[src/rtl/txfifo_drain_pkg.sv]
`default_nettype none
// ============================================================================
//  Module      : txfifo_drain_pkg
//  Description : Shared types and constants for the MAC TX FIFO drain block.
//  Revision    : 1.0 - initial release
// ============================================================================
package txfifo_drain_pkg;

    // Read-side controller states
    typedef enum logic [1:0] {
        IDLE = 2'd0,
        HDR  = 2'd1,
        DATA = 2'd2,
        ERR  = 2'd3
    } state_t;

    // Location of the byte-length field inside the header word
    localparam int HDR_LEN_LSB = 0;
    localparam int HDR_LEN_MSB = 15;

    // Bytes carried by one 64-bit FIFO word
    localparam int BYTES_PER_WORD = 8;

    // Largest legal frame (jumbo) in bytes
    localparam int MAX_BYTES_DEFAULT = 9600;

endpackage : txfifo_drain_pkg
`default_nettype wire

[src/rtl/txfifo_drain_skid.sv]
`default_nettype none
// ============================================================================
//  Module      : txfifo_drain_skid
//  Description : Two-entry output buffer. The head entry drives the outputs
//                directly so they stay registered and hold steady while the
//                consumer stalls.
//  Revision    : 1.0 - initial release
// ============================================================================
module txfifo_drain_skid #(
    parameter int PAYLOAD_W = 69
) (
    input  logic                 clk,
    input  logic                 reset_,
    input  logic                 i_push,
    input  logic [PAYLOAD_W-1:0] i_din,
    input  logic                 i_pop,
    output logic [PAYLOAD_W-1:0] o_dout,
    output logic                 o_valid,
    output logic [1:0]           o_count
);

    logic [PAYLOAD_W-1:0] r_head;
    logic [PAYLOAD_W-1:0] r_tail;
    logic [1:0]           r_cnt;

    logic w_pop;
    logic w_push;

    // A pop needs an entry; a push into a full buffer is only taken if a pop
    // frees a slot in the same cycle (the credit logic upstream prevents it).
    assign w_pop  = i_pop && (r_cnt != 2'd0);
    assign w_push = i_push && ((r_cnt != 2'd2) || w_pop);

    // Head/tail storage and occupancy; head keeps its value when emptied
    always_ff @(posedge clk or negedge reset_) begin
        if (!reset_) begin
            r_head <= '0;
            r_tail <= '0;
            r_cnt  <= 2'd0;
        end else begin
            case ({w_push, w_pop})
                2'b10: begin
                    if (r_cnt == 2'd0) begin
                        r_head <= i_din;
                    end else begin
                        r_tail <= i_din;
                    end
                    r_cnt <= r_cnt + 2'd1;
                end
                2'b01: begin
                    if (r_cnt == 2'd2) begin
                        r_head <= r_tail;
                    end
                    r_cnt <= r_cnt - 2'd1;
                end
                2'b11: begin
                    if (r_cnt == 2'd2) begin
                        r_head <= r_tail;
                        r_tail <= i_din;
                    end else begin
                        r_head <= i_din;
                    end
                end
                default: begin
                end
            endcase
        end
    end

    assign o_dout  = r_head;
    assign o_valid = (r_cnt != 2'd0);
    assign o_count = r_cnt;

endmodule : txfifo_drain_skid
`default_nettype wire

[src/rtl/txfifo_drain.sv]
`default_nettype none
// ============================================================================
//  Module      : txfifo_drain
//  Description : Pulls length-prefixed frames from the 64-bit TX FIFO and
//                streams them to the MAC TX framer with sof/eof/mod markers.
//  Revision    : 1.0 - initial release
// ============================================================================
module txfifo_drain
    import txfifo_drain_pkg::*;
#(
    parameter int WIDTH     = 64,
    parameter int LEN_W     = 16,
    parameter int MAX_BYTES = MAX_BYTES_DEFAULT
) (
    input  logic             clk,
    input  logic             reset_,
    output logic             rdreq,
    input  logic [WIDTH-1:0] q,
    input  logic             rdempty,
    output logic [WIDTH-1:0] tx_data,
    output logic             tx_valid,
    input  logic             tx_ready,
    output logic             tx_sof,
    output logic             tx_eof,
    output logic [2:0]       tx_mod,
    output logic             len_err,
    output logic [15:0]      frames_sent
);

    localparam int               c_BYTE_SH   = $clog2(BYTES_PER_WORD);
    localparam int               c_WL_W      = LEN_W - c_BYTE_SH + 1;
    localparam int               c_PAYLOAD_W = WIDTH + 5;
    localparam logic [LEN_W-1:0] c_MAX_LEN   = LEN_W'(MAX_BYTES);
    localparam logic [c_WL_W-1:0] c_WL_ONE   = c_WL_W'(1);

    // Controller state
    state_t              r_state;
    logic [c_WL_W-1:0]   r_words_left;
    logic [2:0]          r_mod;
    logic                r_first;
    logic                r_len_err;
    logic                r_run;

    // Tags travelling alongside a data read until its word returns
    logic                r_inflight;
    logic                r_rd_sof;
    logic                r_rd_eof;
    logic [2:0]          r_rd_mod;

    logic [15:0]         r_frames;

    logic [LEN_W-1:0]    w_len;
    logic [c_WL_W-1:0]   w_words;
    logic                w_len_bad;
    logic [1:0]          w_buf_cnt;
    logic                w_pop;
    logic [2:0]          w_occ;
    logic                w_credit;
    logic                w_rdreq;
    logic                w_data_rd;
    logic [c_PAYLOAD_W-1:0] w_push_data;
    logic [c_PAYLOAD_W-1:0] w_dout;
    logic                w_valid;

    // Header decode: reserved bits above the length field are ignored
    assign w_len     = q[HDR_LEN_MSB:HDR_LEN_LSB];
    assign w_len_bad = (w_len == '0) || (w_len > c_MAX_LEN);
    // ceil(len / 8) without an add carry on the full length
    assign w_words   = {1'b0, w_len[LEN_W-1:c_BYTE_SH]}
                     + c_WL_W'(|w_len[c_BYTE_SH-1:0]);

    assign w_pop = w_valid && tx_ready;

    // Occupancy the buffer will reach once the read in flight lands; a new
    // data read is only allowed if that leaves room for its word too.
    assign w_occ    = {1'b0, w_buf_cnt} + {2'b00, r_inflight} - {2'b00, w_pop};
    assign w_credit = (w_occ < 3'd2);

    // Read request: combinational so rdempty is honoured in the same cycle.
    // Header reads never land in the buffer, so they bypass the credit check.
    always_comb begin
        w_rdreq = 1'b0;
        case (r_state)
            IDLE:    w_rdreq = r_run && !rdempty;
            DATA:    w_rdreq = r_run && !rdempty && (r_words_left != '0) && w_credit;
            default: w_rdreq = 1'b0;
        endcase
    end

    assign w_data_rd = w_rdreq && (r_state == DATA);
    assign rdreq     = w_rdreq;

    // Holds reads off while reset is asserted and for the first clock after
    always_ff @(posedge clk or negedge reset_) begin
        if (!reset_) begin
            r_run <= 1'b0;
        end else begin
            r_run <= 1'b1;
        end
    end

    // Frame sequencing: header fetch, decode, data reads, error lock-up
    always_ff @(posedge clk or negedge reset_) begin
        if (!reset_) begin
            r_state      <= IDLE;
            r_words_left <= '0;
            r_mod        <= 3'd0;
            r_first      <= 1'b0;
            r_len_err    <= 1'b0;
        end else begin
            case (r_state)
                IDLE: begin
                    if (w_rdreq) begin
                        r_state <= HDR;
                    end
                end
                HDR: begin
                    if (w_len_bad) begin
                        r_len_err <= 1'b1;
                        r_state   <= ERR;
                    end else begin
                        r_words_left <= w_words;
                        r_mod        <= w_len[2:0];
                        r_first      <= 1'b1;
                        r_state      <= DATA;
                    end
                end
                DATA: begin
                    if (w_data_rd) begin
                        r_words_left <= r_words_left - c_WL_ONE;
                        r_first      <= 1'b0;
                        if (r_words_left == c_WL_ONE) begin
                            r_state <= IDLE;
                        end
                    end
                end
                ERR: begin
                    r_state <= ERR;
                end
                default: begin
                    r_state <= IDLE;
                end
            endcase
        end
    end

    // Remember what the outstanding data read is, to tag it on arrival
    always_ff @(posedge clk or negedge reset_) begin
        if (!reset_) begin
            r_inflight <= 1'b0;
            r_rd_sof   <= 1'b0;
            r_rd_eof   <= 1'b0;
            r_rd_mod   <= 3'd0;
        end else begin
            r_inflight <= w_data_rd;
            r_rd_sof   <= r_first;
            r_rd_eof   <= (r_words_left == c_WL_ONE);
            r_rd_mod   <= r_mod;
        end
    end

    // mod only carries meaning on the eof word; keep it zero elsewhere
    assign w_push_data = {q, r_rd_sof, r_rd_eof, (r_rd_eof ? r_rd_mod : 3'd0)};

    txfifo_drain_skid #(
        .PAYLOAD_W (c_PAYLOAD_W)
    ) u_skid (
        .clk     (clk),
        .reset_  (reset_),
        .i_push  (r_inflight),
        .i_din   (w_push_data),
        .i_pop   (w_pop),
        .o_dout  (w_dout),
        .o_valid (w_valid),
        .o_count (w_buf_cnt)
    );

    // Completed-frame counter, wraps naturally at 2^16
    always_ff @(posedge clk or negedge reset_) begin
        if (!reset_) begin
            r_frames <= 16'd0;
        end else if (w_pop && tx_eof) begin
            r_frames <= r_frames + 16'd1;
        end
    end

    assign tx_data     = w_dout[c_PAYLOAD_W-1:5];
    assign tx_sof      = w_dout[4];
    assign tx_eof      = w_dout[3];
    assign tx_mod      = w_dout[2:0];
    assign tx_valid    = w_valid;
    assign len_err     = r_len_err;
    assign frames_sent = r_frames;

endmodule : txfifo_drain
`default_nettype wire

[config.mk]
export PLATFORM = sky130hd
export DESIGN_NAME = txfifo_drain
export DESIGN_NICKNAME = d
export VERILOG_FILES = /design/src/rtl/txfifo_drain_pkg.sv /design/src/rtl/txfifo_drain_skid.sv /design/src/rtl/txfifo_drain.sv
export SDC_FILE = /design/constraint.sdc
export NUM_CORES = 1
export LEC_CHECK = 0
export ABC_AREA = 1
export CAP_MARGIN = 20
export CORE_ASPECT_RATIO = 0.7
export CORE_MARGIN = 4
export CORE_UTILIZATION = 40
export DETAILED_ROUTE_END_ITERATION = 8
export PLACE_DENSITY_LB_ADDON = 0.3
export SYNTH_ARGS = -nofsm -noshare
export SYNTH_HDL_FRONTEND = slang
export SYNTH_HIERARCHICAL = 1
export SYNTH_SLANG_ARGS = --single-unit
[constraint.sdc]
create_clock -name clk -period 6.14 [get_ports clk]
set_input_delay 0.614 -clock clk [delete_from_list [all_inputs] [get_ports clk]]
set_output_delay 0.614 -clock clk [all_outputs]
set_load 0.005 [all_outputs]
==> results of run 1 <==
==> synthesized netlist by cell type, types with 2 or more instances <==
cell type                  number  area [um2]
sky130_fd_sc_hd__o21ai_0       17        85.1
sky130_fd_sc_hd__nand3b_1       2        15.0
sky130_fd_sc_hd__xnor2_1       10        87.6
sky130_fd_sc_hd__xor2_1        12         105
sky130_fd_sc_hd__nand2_1      464        1740
sky130_fd_sc_hd__nand3_1      192         961
sky130_fd_sc_hd__nor2_2         4        25.0
sky130_fd_sc_hd__inv_2          2        7.51
sky130_fd_sc_hd__nor2_1        51         191
sky130_fd_sc_hd__a21oi_1        5        25.0
sky130_fd_sc_hd__nand4_1       79         494
sky130_fd_sc_hd__dfrtp_1      184        4600
sky130_fd_sc_hd__clkbuf_1      42         158
sky130_fd_sc_hd__nand2_2        5        31.3
sky130_fd_sc_hd__buf_4          5        37.5
sky130_fd_sc_hd__buf_1          7        26.3
sky130_fd_sc_hd__nor3_1         7        35.0
sky130_fd_sc_hd__or2_2          3        18.8
sky130_fd_sc_hd__buf_2         15        75.1
sky130_fd_sc_hd__ha_1           5        62.6
sky130_fd_sc_hd__inv_1        186         698
==> final cells by class <==
cell class	count	area (um2)
fillers	2307	11700
flip-flops and latches	184	4610
multi-input cells	865	4000
repair buffers	165	1630
inverters	188	706
clock buffers	18	429
well taps	318	398
clock inverters	14	171
diodes	1	2.50
==> worst register-to-register path, cell delays in order, from the launching register on <==
cell and delay [ns]:
sky130_fd_sc_hd__dfrtp_1 0.50, sky130_fd_sc_hd__inv_1 0.13, sky130_fd_sc_hd__nand2_2 0.08, sky130_fd_sc_hd__nand2_1 0.11, sky130_fd_sc_hd__inv_2 0.08, sky130_fd_sc_hd__buf_4 0.68
sky130_fd_sc_hd__nor2_1 0.19, sky130_fd_sc_hd__nor2_4 0.55, sky130_fd_sc_hd__inv_2 0.37, sky130_fd_sc_hd__buf_4 0.40, sky130_fd_sc_hd__nand2_1 0.17, sky130_fd_sc_hd__nand2_1 0.06
==> layer usage <==
| layer | wire [um] | vias up |
|---|---|---|
| met5 | 0 | - |
| met4 | 206 | 0 |
| met3 | 2340 | 16 |
| met2 | 11400 | 308 |
| met1 | 12700 | 4172 |
| li1 | - | 4325 |
==> registers in the layout (all words and copies together), names as in the netlist <==
signal and count:
u_skid/o_dout 69, u_skid/r_tail 69, frames_sent 16, r_words_left 14, r_mod 3, r_rd_mod 3
r_state 2, u_skid/o_count 2, len_err 1, r_first 1, r_inflight 1, r_rd_eof 1
r_rd_sof 1, r_run 1
==> through the flow <==
| stage | total power, mW | worst slack (ns) |
|---|---|---|
| final | 5.34 | 2.13 |
| after global routing | 5.77 | 1.91 |
| after CTS | 5.38 | 2.07 |
| after detailed placement | 4.22 | 2.30 |
| after global placement | 4.16 | 2.36 |
| after floorplan | 3.27 | 3.19 |
==> kinds of logic (layout without fill, tap and decap cells) <==
group | after synthesis | in the layout
buf+inv | 258 | 385
xor+xnor | 22 | 22
compound gates | 25 | 25
other cells | 1 | 2
simple gates | 811 | 811
flops | 184 | 184
fa+ha+maj | 6 | 6
==> power by group <==
part | internal [mW] | switching, mW | total, mW
Sequential | 1.67 | 0.291 | 1.96
Combinational | 0.897 | 1.34 | 2.24
Clock | 0.645 | 0.496 | 1.14
==> worst max path at each step <==
| stage | slack [ns] | endpoint | cells after the start |
|---|---|---|---|
| finish | 2.13 | rdreq | 8 |
| global route | 1.91 | rdreq | 8 |
| CTS | 2.07 | rdreq | 8 |
| detailed placement | 2.30 | rdreq | 10 |
| global placement | 2.36 | rdreq | 10 |
| floorplan | 3.19 | rdreq | 11 |
==> layout by cell type (no fill, tap or decap), types with 2 or more instances in the layout <==
cell type and instances:
sky130_fd_sc_hd__a21oi_1 5, sky130_fd_sc_hd__buf_4 10, sky130_fd_sc_hd__bufinv_16 3, sky130_fd_sc_hd__clkbuf_16 17, sky130_fd_sc_hd__clkdlybuf4s50_1 154, sky130_fd_sc_hd__clkinv_2 4
sky130_fd_sc_hd__clkinvlp_4 2, sky130_fd_sc_hd__dfrtp_1 183, sky130_fd_sc_hd__ha_1 5, sky130_fd_sc_hd__inv_1 185, sky130_fd_sc_hd__inv_2 3, sky130_fd_sc_hd__inv_6 3
sky130_fd_sc_hd__nand2_1 462, sky130_fd_sc_hd__nand2_2 7, sky130_fd_sc_hd__nand3_1 191, sky130_fd_sc_hd__nand3b_1 2, sky130_fd_sc_hd__nand4_1 79, sky130_fd_sc_hd__nor2_1 51
sky130_fd_sc_hd__nor2_2 3, sky130_fd_sc_hd__nor3_1 7, sky130_fd_sc_hd__o21ai_0 17, sky130_fd_sc_hd__or2_2 3, sky130_fd_sc_hd__xnor2_1 10, sky130_fd_sc_hd__xor2_1 12
==> metrics.txt, run 1 <==
placed wire-length estimate after detailed placement=16700 um; endpoint of the worst-slack reg-to-reg timing path=u_skid/o_dout[38]; clock insertion delay at the later pin of the skew report=0.44 ns; core region area=0.0236 mm2; number of nets in the final layout=1495; Clock Skew=0.00723 ns; global routing met2 resource utilization=30.4%; Cell Pwr Density=447 mW/mm2; primary flip-flop cell chosen by synthesis mapping=sky130_fd_sc_hd__dfrtp_1; port bufs=155; Min-Delay Path Class=input port to async pin; unrepaired setup endpoints after global routing=false; post-detailed-placement cell area=0.0113 mm2; post-layout instance area=0.0119 mm2; overall die width=193 um; category of the worst setup path launch point=register; router iterations before antenna repair=4; maximum frequency from static timing analysis=0.250 GHz; number of max-capacitance violations reported=0; drt first-iter violations=660; die outline area=0.0266 mm2; number of instances resized during post-cts repair=0; Core Util, Final=50.5%; Post-synth EDFFs=0; total setup violations reported at the end of the flow=0; Max transition margin=37.4%; peak-usage layer in the global routing report=met2; total buffers and inverters traversed by the critical path=2; total negative slack for setup checks=0 ns; CP max FO=75; logic depth of the worst register-to-register path=11; cell family contributing the most delay on the critical path=buffers and inverters; maximum number of pins on one net before global-route repair=111; r2r setup slk=2.71 ns; worst hold slack after final layout=0.281 ns; Area growth syn-to-layout=24.4%; leakage dissipation=6.22 nW; outcome=finished, final reports clean; required arrival time at the worst endpoint=5.53 ns; starting density of the core=40.6%; total routing usage reported by global routing=20.4%; total I/O pin count=156; Vias=8821; overall routed net length=26700 um; data arrival time of the worst path=3.39 ns; worst setup path start=r_inflight; post-synth net total=1381; met3 routing resource usage after global routing=5.02%; startpoint-to-endpoint class of the critical path=register to output port; number of placed instances with taps included=1720; number of buffers added by the clock tree synthesis step=17; clock tree from TritonCTS=done; clk root buf=sky130_fd_sc_hd__clkbuf_16; register bit count reported by yosys=184; critical path's slowest cell=sky130_fd_sc_hd__buf_4; gp weighted congestion=0.882; Die Height=138 um; maximum ir drop on the vdd rail=0.243 mV; Post-route DRC=0; multiplexer share of the synthesized area=0%; number of antenna-violating nets in the routed design=0; Worst Setup End Kind=output port; compound-cell area share of the yosys netlist=1.40%; cell repeated most along the worst path=sky130_fd_sc_hd__o21ai_0; largest family of logic cells by synthesized area=simple AND/OR/NAND/NOR gates; proportion of layout cells with a drive suffix above 1=4.53%; Site Rows=47; overall overflow remaining after global route=0; period utilization=65.3%; maximum clock insertion buffer count=2; wire length of the first global-routing pass=43400 um; number of pins exceeding their max-slew limit in the final report=0; Hold Vio Cnt, Final=0; Synth Area in XOR/XNOR=2.01%; fraction of the yosys area taken by sequential cells=48.0%; Post-CTS Hold Buffers=0; Global Route met1 Usage=30.2%; synthesized area divided by synthesized cell count=7.34 um2; crit-path max cell delay=0.67 ns; Least-Margin Pin Slew=0.939 ns; number of cells produced by synthesis=1307; number of levels in the clock H-tree=4; via density per instance=5.03; clock transition at the registers of the reported paths=0.07 ns; synthesized-area fraction occupied by adder cells=0.861%; proportion of synthesized flip-flops having asynchronous set or reset=100%; Finished Layout Cells=1753; Post-CTS Setup Bufs=0; number of antenna violations at the first check in global routing=1; time the final worst path needs with I/O delays and setup=4.01 ns; critical path, cell by cell=buf_4 > o21ai_0 > fa_1 > nand3_1 > nor3_1 > nand2_2 > o21ai_0 > clkdlybuf4s50_1; number of global-route vias before repair=8255; startpoint of the worst register-to-register path=u_skid/o_count[1]; WL/cell=15.2 um; Post-Synthesis Cell Area=0.00960 mm2; total clock sinks=184; simple-gate share of the synthesized area=37.1%; number of distinct standard cells referenced by the synthesized netlist=31; number of warning messages in the yosys log=6
Power figures use the tool's default switching activity.
==> run 2: changes to the inputs <==
Clock period 6.14 ns to 3.65 ns, I/O delays scaled along.
==> run 2 against run 1 <==
The flow now finishes with violations (hold timing). Power grew 69%. Core utilization grew 0.28 points. Combinational power is 70% higher. Clock power is 69% higher. Worst setup slack got worse by 1.9 ns. Register-to-register slack lost 2.1 ns. Largest cell class unchanged. Highest routed layer unchanged. Critical path type unchanged. Global-route usage rose by 0.11 points. Cell count grew 0.29%. Clock skew fell by 0.00070 ns. Via count shrank 0.26%. Sequential power is 69% higher.
==> metrics.txt, run 2 (synthesis gave the netlist of run 1 again) <==
post-layout instance area=0.0120 mm2 (+0.54%); post-detailed-placement cell area=0.0114 mm2 (+0.49%); Post-route DRC=0 (unchanged); data arrival time of the worst path=3.07 ns (-0.32 ns); clock insertion delay at the later pin of the skew report=0.44 ns (about the same); number of placed instances with taps included=1724 (+0.23%); Cell Pwr Density=752 mW/mm2 (+68%); worst hold slack after final layout=-0.0113 ns (-0.292 ns); maximum ir drop on the vdd rail=0.417 mV (+72%); total buffers and inverters traversed by the critical path=3 (+1); maximum clock insertion buffer count=2 (unchanged); startpoint of the worst register-to-register path=u_skid/o_count[0]; post-route setup slack=0.219 ns (-1.91 ns); placed wire-length estimate after detailed placement=16500 um (-1.2%); die outline area=0.0266 mm2 (unchanged); wire length of the first global-routing pass=43500 um (+0.30%); most frequent standard cell in the layout excluding fill and tap cells=sky130_fd_sc_hd__nand2_1; worst slack, placed=0.404 ns (-1.90 ns); Min-Delay Path Class=input port to async pin; Finished Layout Cells=1758 (+0.29%); gp weighted congestion=0.857 (-2.8%); number of buffers added by the clock tree synthesis step=17 (unchanged); Clock Skew=0.00654 ns (-0.000697 ns); via density per instance=5.00 (-0.54%); period utilization=94.0%; CP max FO=7 (-91%); Site Rows=47 (unchanged); r2r setup slk=0.63 ns (-2.08 ns); WL/cell=15.2 um (about the same); overall die width=193 um (unchanged); total I/O pin count=156 (unchanged); total clock sinks=184 (unchanged); total negative slack for setup checks=0 ns (unchanged); number of global-route vias before repair=8264 (+0.11%); core region area=0.0236 mm2 (unchanged); PnR Total Power=9.03 mW (+69%); critical path's slowest cell=sky130_fd_sc_hd__clkdlybuf4s50_1; number of nets in the final layout=1499 (+0.27%); Vias=8798 (-0.26%); port bufs=155 (unchanged); cell family contributing the most delay on the critical path=buffers and inverters; drt first-iter violations=681 (+3.2%); worst setup path start=u_skid/o_count[0]; Critical Path End=rdreq; maximum frequency from static timing analysis=0.291 GHz; violations in the final reports=hold timing; total setup violations reported at the end of the flow=0 (unchanged); Least-Margin Pin Slew=0.925 ns (-0.0145 ns); total routing usage reported by global routing=20.5% (+0.11 points); Area growth syn-to-layout=25.1%; startpoint-to-endpoint class of the critical path=register to output port; Cell Int Power=5.44 mW (+69%); leakage dissipation=6.25 nW (+0.48%); logic gate share of total power=42.1% (+0.2 points); Post-CTS Hold Buffers=0 (unchanged); endpoint of the worst-slack reg-to-reg timing path=u_skid/r_tail[32]; Die Height=138 um (unchanged); category of the worst setup path launch point=register; commonest cells after routing, fill and taps aside=sky130_fd_sc_hd__nand2_1, sky130_fd_sc_hd__nand3_1, sky130_fd_sc_hd__inv_1; overall routed net length=26800 um (+0.25%); number of pins exceeding their max-slew limit in the final report=0 (unchanged); share of total power consumed by net switching=39.8% (about the same); number of levels in the clock H-tree=4 (unchanged); proportion of layout cells with a drive suffix above 1=5.01% (+0.47 points); crit-path max cell delay=0.56 ns (-0.11 ns); logic depth of the worst register-to-register path=10 (-1); router iterations before antenna repair=5 (+1); count of cell instances traversed by the critical path=12 (+4); number of antenna-violating nets in the routed design=0 (unchanged); starting density of the core=40.6% (unchanged); required arrival time at the worst endpoint=3.28 ns (-2.25 ns); time the final worst path needs with I/O delays and setup=3.43 ns; Core Util, Final=50.8% (+0.28 points); share of power burned in registers=36.6% (-0.2 points); unrepaired setup endpoints after global routing=false; part of the total power dissipated in the clock network=21.3% (about the same); outcome=finished, violations left; Hold Vio Cnt, Final=24 (+24); Max transition margin=38.3% (+0.96 points); number of antenna violations at the first check in global routing=0 (-1); number of max-capacitance violations reported=0 (unchanged); switching power total=3.59 mW (+69%); critical path, cell by cell=inv_2 > nand2_2 > nand2_1 > inv_2 > nor2_1 > o21ai_0 > fa_1 > nand3_1 > nor3_1 > nand2_2 > o21ai_0 > clkdlybuf4s50_1; overall overflow remaining after global route=0 (unchanged); Worst Setup End Kind=output port; number of filler instances in the final layout=2282 (-1.1%); clock tree from TritonCTS=done; maximum number of pins on one net before global-route repair=90 (-19%); clock transition at the registers of the reported paths=0.07 ns (about the same); clk root buf=sky130_fd_sc_hd__clkbuf_16
-- run 2: power groups by stage --
stage	Clock, mW	Combinational, mW	Sequential (mW)
global placement	0	3.74	3.31
CTS	1.96	3.82	3.30
detailed placement	0	3.80	3.32
floorplan	0	2.25	3.26
finish	1.93	3.80	3.31
global route	2.05	4.30	3.41
-- run 2: worst min path at each step --
stage | from | end | slack (ns) | depth (start not counted)
3_3_place_gp | r_first | r_rd_sof | 0.37 | 0
3_5_place_dp | r_mod[0] | r_rd_mod[0] | 0.37 | 0
6_report | reset_ | u_skid/o_dout[26] | -0.01 | 1
5_1_grt | reset_ | frames_sent[3] | 0.05 | 1
4_1_cts | reset_ | frames_sent[4] | 0.02 | 1
2_1_floorplan | reset_ | frames_sent[0] | 0.07 | 0
-- run 2: area by class of cell --
type                            count  area (um2)  area share (%)
Antenna cell                        2        5.00          0.0417
Clock buffer                       18         429            3.58
Clock inverter                     14         174            1.45
Inverter                          188         706            5.88
Multi-Input combinational cell    865        4000            33.3
Sequential cell                   184        4610            38.4
Tap cell                          318         398            3.31
Timing Repair Buffer              169        1690            14.0
-- run 2: what timing repair did --
action                                 CTS  global route
endpoints found under the hold margin    0             0
resized for setup                        0             3
setup endpoints to repair                0             1
setup buffers                            0             0
-- run 2: routing by layer --
layer	GRT usage, %	vias up	routed length [um]
li1	-	4353	-
met1	29.6	4141	12900
met2	31.3	285	11600
met3	4.46	19	1950
met4	5.70	0	314
met5	0	-	0
==> run 3: changes to the inputs <==
Settings changed: CAP_MARGIN 20 to 10, GPL_ROUTABILITY_DRIVEN from default to 1, PLACE_DENSITY from default to 0.65, PLACE_DENSITY_LB_ADDON 0.3 to default.
==> run 3 against run 2 <==
The run now ends clean. Clock power is 7% higher. Via count is 0.23% higher. Sequential share of layout area fell by 0.14 points. Routed wire length up 1.2%. Non-clock buffer count is 2 higher. Clock-buffer cell count unchanged. Critical path type unchanged.
==> metrics.txt, run 3 (synthesis gave the netlist of run 1 again) <==
Post-CTS Setup Bufs=0 (unchanged); leakage dissipation=6.27 nW (+0.32%); starting density of the core=40.6% (unchanged); Min-Delay Path Class=input port to async pin; number of antenna-violating nets in the routed design=0 (unchanged); WL/cell=15.4 um (+1.2%); Hold Vio Cnt, Final=0 (-100%); outcome=finished, final reports clean; maximum clock insertion buffer count=2 (unchanged); data arrival time of the worst path=3.03 ns (-0.04 ns); crit-path max cell delay=0.55 ns (about the same); total setup violations reported at the end of the flow=0 (unchanged); unrepaired setup endpoints after global routing=false; Area growth syn-to-layout=25.6%; most frequent standard cell in the layout excluding fill and tap cells=sky130_fd_sc_hd__nand2_1; critical path, cell by cell=inv_1 > nand2_2 > nand2_1 > nor2_1 > o21ai_0 > fa_1 > nand3_1 > nor3_2 > nand2_2 > o21ai_0 > clkdlybuf4s50_1; Site Rows=47 (unchanged); maximum frequency from static timing analysis=0.294 GHz (+1.0%); endpoint of the worst-slack reg-to-reg timing path=frames_sent[14]; Max transition margin=38.5% (+0.20 points); category of the worst setup path launch point=register; drt first-iter violations=736 (+8.1%); number of buffers added by the clock tree synthesis step=17 (unchanged); gp weighted congestion=0.854 (-0.43%); r2r setup slk=0.87 ns (+0.24 ns); number of global-route vias before repair=8238 (-0.31%); startpoint of the worst register-to-register path=u_skid/o_count[1]; total negative slack for setup checks=0 ns (unchanged); port bufs=155 (unchanged); maximum number of pins on one net before global-route repair=112 (+24%); number of levels in the clock H-tree=4 (unchanged); die outline area=0.0266 mm2 (unchanged); clk root buf=sky130_fd_sc_hd__clkbuf_16; overall routed net length=27100 um (+1.2%); Clock Skew=0.0130 ns (+0.00647 ns); overall overflow remaining after global route=0 (unchanged); critical path's slowest cell=sky130_fd_sc_hd__clkdlybuf4s50_1; number of nets in the final layout=1501 (+0.13%); number of pins exceeding their max-slew limit in the final report=0 (unchanged); required arrival time at the worst endpoint=3.28 ns (about the same); overall die width=193 um (unchanged); Least-Margin Pin Slew=0.922 ns (-0.00303 ns); Worst Setup End Kind=output port; number of max-capacitance violations reported=0 (unchanged); logic depth of the worst register-to-register path=11 (+1); startpoint-to-endpoint class of the critical path=register to output port; total clock sinks=184 (unchanged); sequential cell area=0.00461 mm2 (unchanged); time the final worst path needs with I/O delays and setup=3.40 ns (-0.0349 ns); area of combinational cells with multiple inputs=0.00400 mm2 (about the same); total I/O pin count=156 (unchanged); CP max FO=6 (-1); clock transition at the registers of the reported paths=0.07 ns (about the same); worst hold slack after final layout=0.0745 ns (+0.0858 ns); total routing usage reported by global routing=20.4% (-0.10 points); clock insertion delay at the later pin of the skew report=0.44 ns (about the same); number of antenna violations at the first check in global routing=2 (+2); maximum ir drop on the vdd rail=0.535 mV (+28%); Vias=8818 (+0.23%); via density per instance=5.02 (+0.23%); period utilization=93.0% (-0.96 points); Cell Pwr Density=761 mW/mm2 (+1.1%); Post-route DRC=0 (unchanged); placed wire-length estimate after detailed placement=16700 um (+1.3%); Die Height=138 um (unchanged); router iterations before antenna repair=5 (unchanged); n_diodes=0 (-2); number of filler instances in the final layout=2274 (-0.35%); core region area=0.0236 mm2 (unchanged); commonest cells after routing, fill and taps aside=sky130_fd_sc_hd__nand2_1, sky130_fd_sc_hd__nand3_1, sky130_fd_sc_hd__inv_1; clock tree from TritonCTS=done; wire length of the first global-routing pass=43300 um (-0.44%); proportion of layout cells with a drive suffix above 1=5.14% (+0.13 points)
run 3: metrics by stage:
stage	std cells	util (%)	area, um2	total power, mW	worst slack [ns]
3_5_place_dp	1726	48.2	11400	7.11	0.407
6_report	1758	51.0	12000	9.17	0.254
5_1_grt	1758	51.0	12000	9.87	0.0117
2_1_floorplan	1307	-	9600	5.51	0.892
4_1_cts	1758	50.9	12000	9.22	0.0748
3_3_place_gp	1726	48.2	11400	7.05	0.370
run 3: how the worst max path moves through the flow:
stage / from / endpoint / slack, ns
after floorplan: u_skid/o_count[1] / r_first / 0.89
after global placement: tx_ready / rdreq / 0.37
after detailed placement: tx_ready / rdreq / 0.41
after CTS: u_skid/o_count[1] / rdreq / 0.07
after global routing: u_skid/o_count[0] / rdreq / 0.01
final: u_skid/o_count[1] / rdreq / 0.25
run 3: worst max-delay path: cells and delay by family, from the launching register on:
| family | cells | cell delay, ns |
|---|---|---|
| AO/OA/AOI/OAI | 2 | 0.26 |
| adder cells (fa/ha/maj) | 1 | 0.50 |
| buffers and inverters | 2 | 0.65 |
| flip-flops | 1 | 0.43 |
| AND/OR/NAND/NOR | 6 | 0.76 |
run 3: cell type report:
type                            count  area share, %
Tap cell                          318           3.30
Clock inverter                     14           1.82
Clock buffer                       18           3.56
Multi-Input combinational cell    865           33.2
Inverter                          188           5.86
Timing Repair Buffer              171           14.0
Sequential cell                   184           38.2
run 3: per-layer routing:
| layer | part of all wire [%] | wire length (um) | up-vias | track usage [%] |
|---|---|---|---|---|
| li1 | - | - | 4339 | - |
| met1 | 49 | 13300 | 4163 | 30.9 |
| met2 | 42 | 11500 | 292 | 29.8 |
| met3 | 7.5 | 2050 | 20 | 4.18 |
| met4 | 0.83 | 225 | 4 | 5.15 |
| met5 | 0.078 | 21 | - | 0 |
run 3: report_power, final:
part	switching [mW]	total, mW	internal (mW)
combinational	2.27	3.80	1.53
sequential	0.492	3.31	2.81
clock	0.839	2.06	1.22
run 3: what timing repair did:
item,CTS,global route
gates resized for setup,0,3
hold buffers,0,0
setup endpoints to repair,0,1
==> edit 1, RTL diff (flow settings as in run 3) <==
Set the package constant `BYTES_PER_WORD` to 4 (it was 8).
--- a/src/rtl/txfifo_drain_pkg.sv
+++ b/src/rtl/txfifo_drain_pkg.sv
@@ -19,7 +19,7 @@
     localparam int HDR_LEN_MSB = 15;
 
     // Bytes carried by one 64-bit FIFO word
-    localparam int BYTES_PER_WORD = 8;
+    localparam int BYTES_PER_WORD = 4;
 
     // Largest legal frame (jumbo) in bytes
     localparam int MAX_BYTES_DEFAULT = 9600;
Function: changed (Yosys sat finds a counterexample within 10 cycles, from zero or initial values and one cycle with reset_ low).
==> edit 1 against run 3 <==
Count of clock-buffer cells in the layout unchanged; area after synthesis increased by 1.6%; routed wire length is 2.8% higher; largest power group unchanged; first-iteration DRC count rose by 7.7%; final area up 1.0%; clock power shrank 10%; register-to-register slack worse by 180 ps; worst setup slack improved by 61 ps; sequential cell count up 1; highest routed layer is now met4; power down 1.9%.
==> edit 1: results (changes against run 3) <==
[outcome]
run_status=finished, final reports clean

[setup_path]
critical_path_peak_fanout=7  ; +1
cpPeakStageDelay_ps=520  ; -30 ps
worstPathArrival_ps=2970  ; -60 ps

[synthesis]
async_reset_ff_share_pct=100  ; unchanged
post_synth_most_frequent_cells=494 x nand2_1, 185 x dfrtp_1, 185 x nand3_1, 184 x inv_1, 79 x nand4_1
synthesis.area_per_instance_sq_um=7.26  ; -1.2%
synthesized_netlist_net_count=1418  ; +2.7%
synth_top_cells_by_area=dfrtp_1 47%, nand2_1 19%, nand3_1 9.5%

[global_routing]
grt_use_total_pct=21.0  ; +0.65 points
grt_first_pass_wirelength_microns=47500  ; +9.7%
number_of_antenna_violations_at_the_first_check_in_global_routing=0  ; -2
grt_pass1_vias=8854  ; +7.5%

[pwr]
vdd_drop_max_mv=0.448  ; -16%
total_leakage_power_nw=6.31  ; +0.71%
power.share.switching_pct=40.3  ; +1.1 points

[detailed_routing]
via_count=8979  ; +1.8%
wl_per_cell_microns=15.6  ; +0.95%
drt-vias-per-instance=5.01  ; about the same
detail_route.iter0.violations=793  ; +7.7%

[placed_design]
place_hpwl_microns=17400  ; +4.5%
dp_worst_setup_slack_ps=321  ; -85.5 ps
placed_cells=1759  ; +1.9%
placedInstanceArea_sq_um=11600  ; +1.6%
gp_routability_congestion=0.859  ; +0.61%

[cells_and_area]
final_net_count=1534  ; +2.2%
drive_above_1_share_pct=5.30  ; +0.16 points

[cts]
h-tree-depth=4  ; unchanged

[timing]
fin_worst_skew_ps=16.3  ; +3.27 ps
max-slew-margin-rel_pct=35.8  ; -2.7 points

edit 1: worst paths after layout:
check                                       start                end  slack (ps)  depth (start not counted)
worst max-delay path            u_skid/o_count[0]              rdreq         320                         12
worst min-delay path                       reset_  u_skid/o_dout[32]          30                          1
worst max register to register  u_skid/o_count[0]  u_skid/r_tail[49]         690                         10
worst min register to register           r_mod[1]        r_rd_mod[1]         380                          0
max in group asynchronous                  reset_  u_skid/o_count[1]        2730                          2
min in group clk                         r_mod[1]        r_rd_mod[1]         380                          0
edit 1: final cells by class:
class / count / area, sq um
Clock buffer: 18 / 429
Clock inverter: 14 / 149
Fill cell: 2311 / 11600
Inverter: 192 / 721
Multi-Input combinational cell: 895 / 4120
Sequential cell: 185 / 4630
Tap cell: 318 / 398
Timing Repair Buffer: 169 / 1720
edit 1: logic make-up after synthesis:
logic type,Yosys count,synth area share [%]
xor+xnor,21,1.89
other cells,1,0.0385
fa+ha+maj,6,0.847
buf+inv,264,10.7
simple gates,836,37.3
compound gates,31,1.72
flops,185,47.5
edit 1: repair_timing:
item,CTS,global route
setup endpoints to repair,0,1
hold buffers,0,0
gates resized for setup,0,5
edit 1: power by group through the flow:
stage	logic [mW]	clock network, mW	registers, mW
finish	3.76	1.85	3.39
global route	4.25	1.99	3.50
CTS	3.78	1.90	3.38
detailed placement	3.76	0	3.40
global placement	3.71	0	3.38
floorplan	2.18	0	3.33
edit 1: metal layers:
metal,GRT usage [%],part of all wire [%]
met5,0,0
met4,3.70,0.72
met3,4.88,7.0
met2,32.1,43
met1,31.2,49
edit 1: critical path, delay by kind of cell, from the launching register on:
| kind | cells | cell delay, ps |
|---|---|---|
| fa+ha+maj | 1 | 500 |
| simple gates | 5 | 670 |
| compound gates | 2 | 180 |
| flops | 1 | 460 |
| buf+inv | 4 | 750 |
==> edit 2, RTL diff (config.mk and constraints of run 3) <==
Made on the original files. Encoding of `state_t`: now Gray code (2 bits for 4 states).
--- a/src/rtl/txfifo_drain_pkg.sv
+++ b/src/rtl/txfifo_drain_pkg.sv
@@ -8,10 +8,10 @@
 
     // Read-side controller states
     typedef enum logic [1:0] {
-        IDLE = 2'd0,
-        HDR  = 2'd1,
-        DATA = 2'd2,
-        ERR  = 2'd3
+        IDLE = 2'b00,
+        HDR  = 2'b01,
+        DATA = 2'b11,
+        ERR  = 2'b10
     } state_t;
 
     // Location of the byte-length field inside the header word
Check against the original RTL: no difference found for any inputs over 4 cycles, from zero or initial values and one cycle with reset_ low; so few cycles prove little.
==> edit 2 against run 3 <==
Fmax grew 1.1%; power shrank 11%; sequential cell count is the same; worst setup slack gained 37 ps; routed wire length grew 1.9%; area after synthesis grew 0.94%; final area is essentially flat; sequential power shrank 6.3%.
==> edit 2: results (changes against run 3) <==
[cells_and_area]
drive_above_1_share_pct=5.12  ; -0.019 points
final_net_count=1529  ; +1.9%
nFillCells=2295  ; +0.92%

[setup_path]
worst-r2r-cell-count=10  ; -1
critical_path_peak_fanout=7  ; +1
worstPathArrival_ps=2990  ; -40 ps
regToRegEndpoint=u_skid/o_dout[30]

[detailed_routing]
via_count=9020  ; +2.3%
wl_per_cell_microns=15.5  ; +0.49%
detail_route.iter0.violations=773  ; +5.0%

[global_routing]
met2_usage_pct=30.7  ; +0.84 points
grt_pass1_vias=8594  ; +4.3%
grt.met1_usage_pct=30.6  ; -0.35 points
grt_first_pass_wirelength_microns=46000  ; +6.2%
grt_use_total_pct=20.7  ; +0.29 points
number_of_antenna_violations_at_the_first_check_in_global_routing=1  ; -1
grt_max_degree=85  ; -24%

[synthesis]
synth_adder_area_share_pct=1.24  ; +0.38 points
synthesized_netlist_net_count=1409  ; +2.0%
synth_seq_area_share_pct=47.5  ; -0.45 points
post_synth_most_frequent_cells=490 x nand2_1, 186 x nand3_1, 184 x dfrtp_1, 184 x inv_1, 90 x nand4_1
synthXorXnorAreaFrac_pct=1.63  ; -0.38 points
synth_compound_gate_area_share_pct=1.19  ; -0.21 points
netlist-cell-type-count=30  ; -3.2%
synth_top_cells_by_area=dfrtp_1 48%, nand2_1 19%, nand3_1 9.6%

[pwr]
total_leakage_power_nw=6.23  ; -0.54%
vdd_drop_max_mv=0.436  ; -19%

[timing]
tightest_slew_ps=932  ; +9.71 ps
hold_slack_ps=377  ; +302 ps
fin_worst_skew_ps=8.37  ; -4.64 ps
timing.final.ws_setup_ps=291  ; +37.2 ps

[outcome]
run_status=finished, final reports clean

[placed_design]
gp_routability_congestion=0.922  ; +8.0%
place_hpwl_microns=17300  ; +3.4%

[min_path]
worst_min_delay_path_class=register to register

-- edit 2: cell count changes in the layout (fill, tap and decap cells not counted), sizes merged, moves of 2 or more --
cell / before / now
clkbuf: 19 / 21
clkinv: 4 / 9
or2: 3 / 0
nand3: 193 / 187
nor2: 55 / 60
ha: 5 / 8
nand2: 470 / 495
o21ai: 18 / 14
nor3: 7 / 2
nand4: 80 / 90
xor2: 12 / 9
bufinv: 5 / 0
o21bai: 0 / 2
-- edit 2: routing by layer --
layer,vias up,part of all wire [%]
met5,-,0.040
met4,2,1.5
met3,32,7.4
met2,321,42
met1,4237,49
li1,4428,-
-- edit 2: layout make-up --
cell class                 count  share of cell area, %
multi-input combinational    885                   33.8
timing repair buffer         173                   14.3
clock inverter                12                  0.654
sequential                   184                   38.2
inverter                     191                   5.95
tap                          318                   3.30
clock buffer                  20                   3.79
-- edit 2: stage by stage --
stage	instance area (sq um)	total power, mW	utilization (%)	std cells
after floorplan	9690	4.94	-	1332
after global placement	11500	6.40	48.4	1750
after detailed placement	11500	6.46	48.4	1750
after CTS	12000	8.21	50.7	1783
after global routing	12100	8.77	50.7	1783
final	12100	8.15	50.7	1783
-- edit 2: kinds of logic after synthesis --
kind of cell | Yosys count
compound gates | 21
fa+ha+maj | 9
xor+xnor | 18
simple gates | 836
flops | 184
other cells | 1
buf+inv | 263
-- edit 2: critical path: stages, from the launching register on --
cell and delay (ps):
dfrtp_2 440, inv_1 100, nand2_2 70, nand2_1 110
nor2_1 180, o21ai_0 140, fa_1 500, nand3_1 70
nor2_1 150, nand2_1 80, nand2_1 70, nand2_2 80
inv_1 70, clkdlybuf4s50_1 520
-- edit 2: worst max path at each step --
| stage | start | to | cells past startpoint |
|---|---|---|---|
| final | u_skid/o_count[1] | rdreq | 13 |
| after global routing | u_skid/o_count[1] | rdreq | 13 |
| after CTS | u_skid/o_count[1] | rdreq | 13 |
| after detailed placement | tx_ready | rdreq | 12 |
| after global placement | tx_ready | rdreq | 12 |
| after floorplan | u_skid/o_count[1] | r_words_left[3] | 17 |
-- edit 2: what timing repair did --
action / in CTS / in global routing
hold endpoints to repair: 7 / 0
setup endpoints to repair: 0 / 1
hold buffers: 1 / 0
resized for setup: 0 / 2
-- edit 2: where the power goes --
part           total, mW  switching [mW]  internal [mW]
Clock               1.71           0.811          0.903
Sequential          3.10           0.415           2.68
Combinational       3.34            1.96           1.38
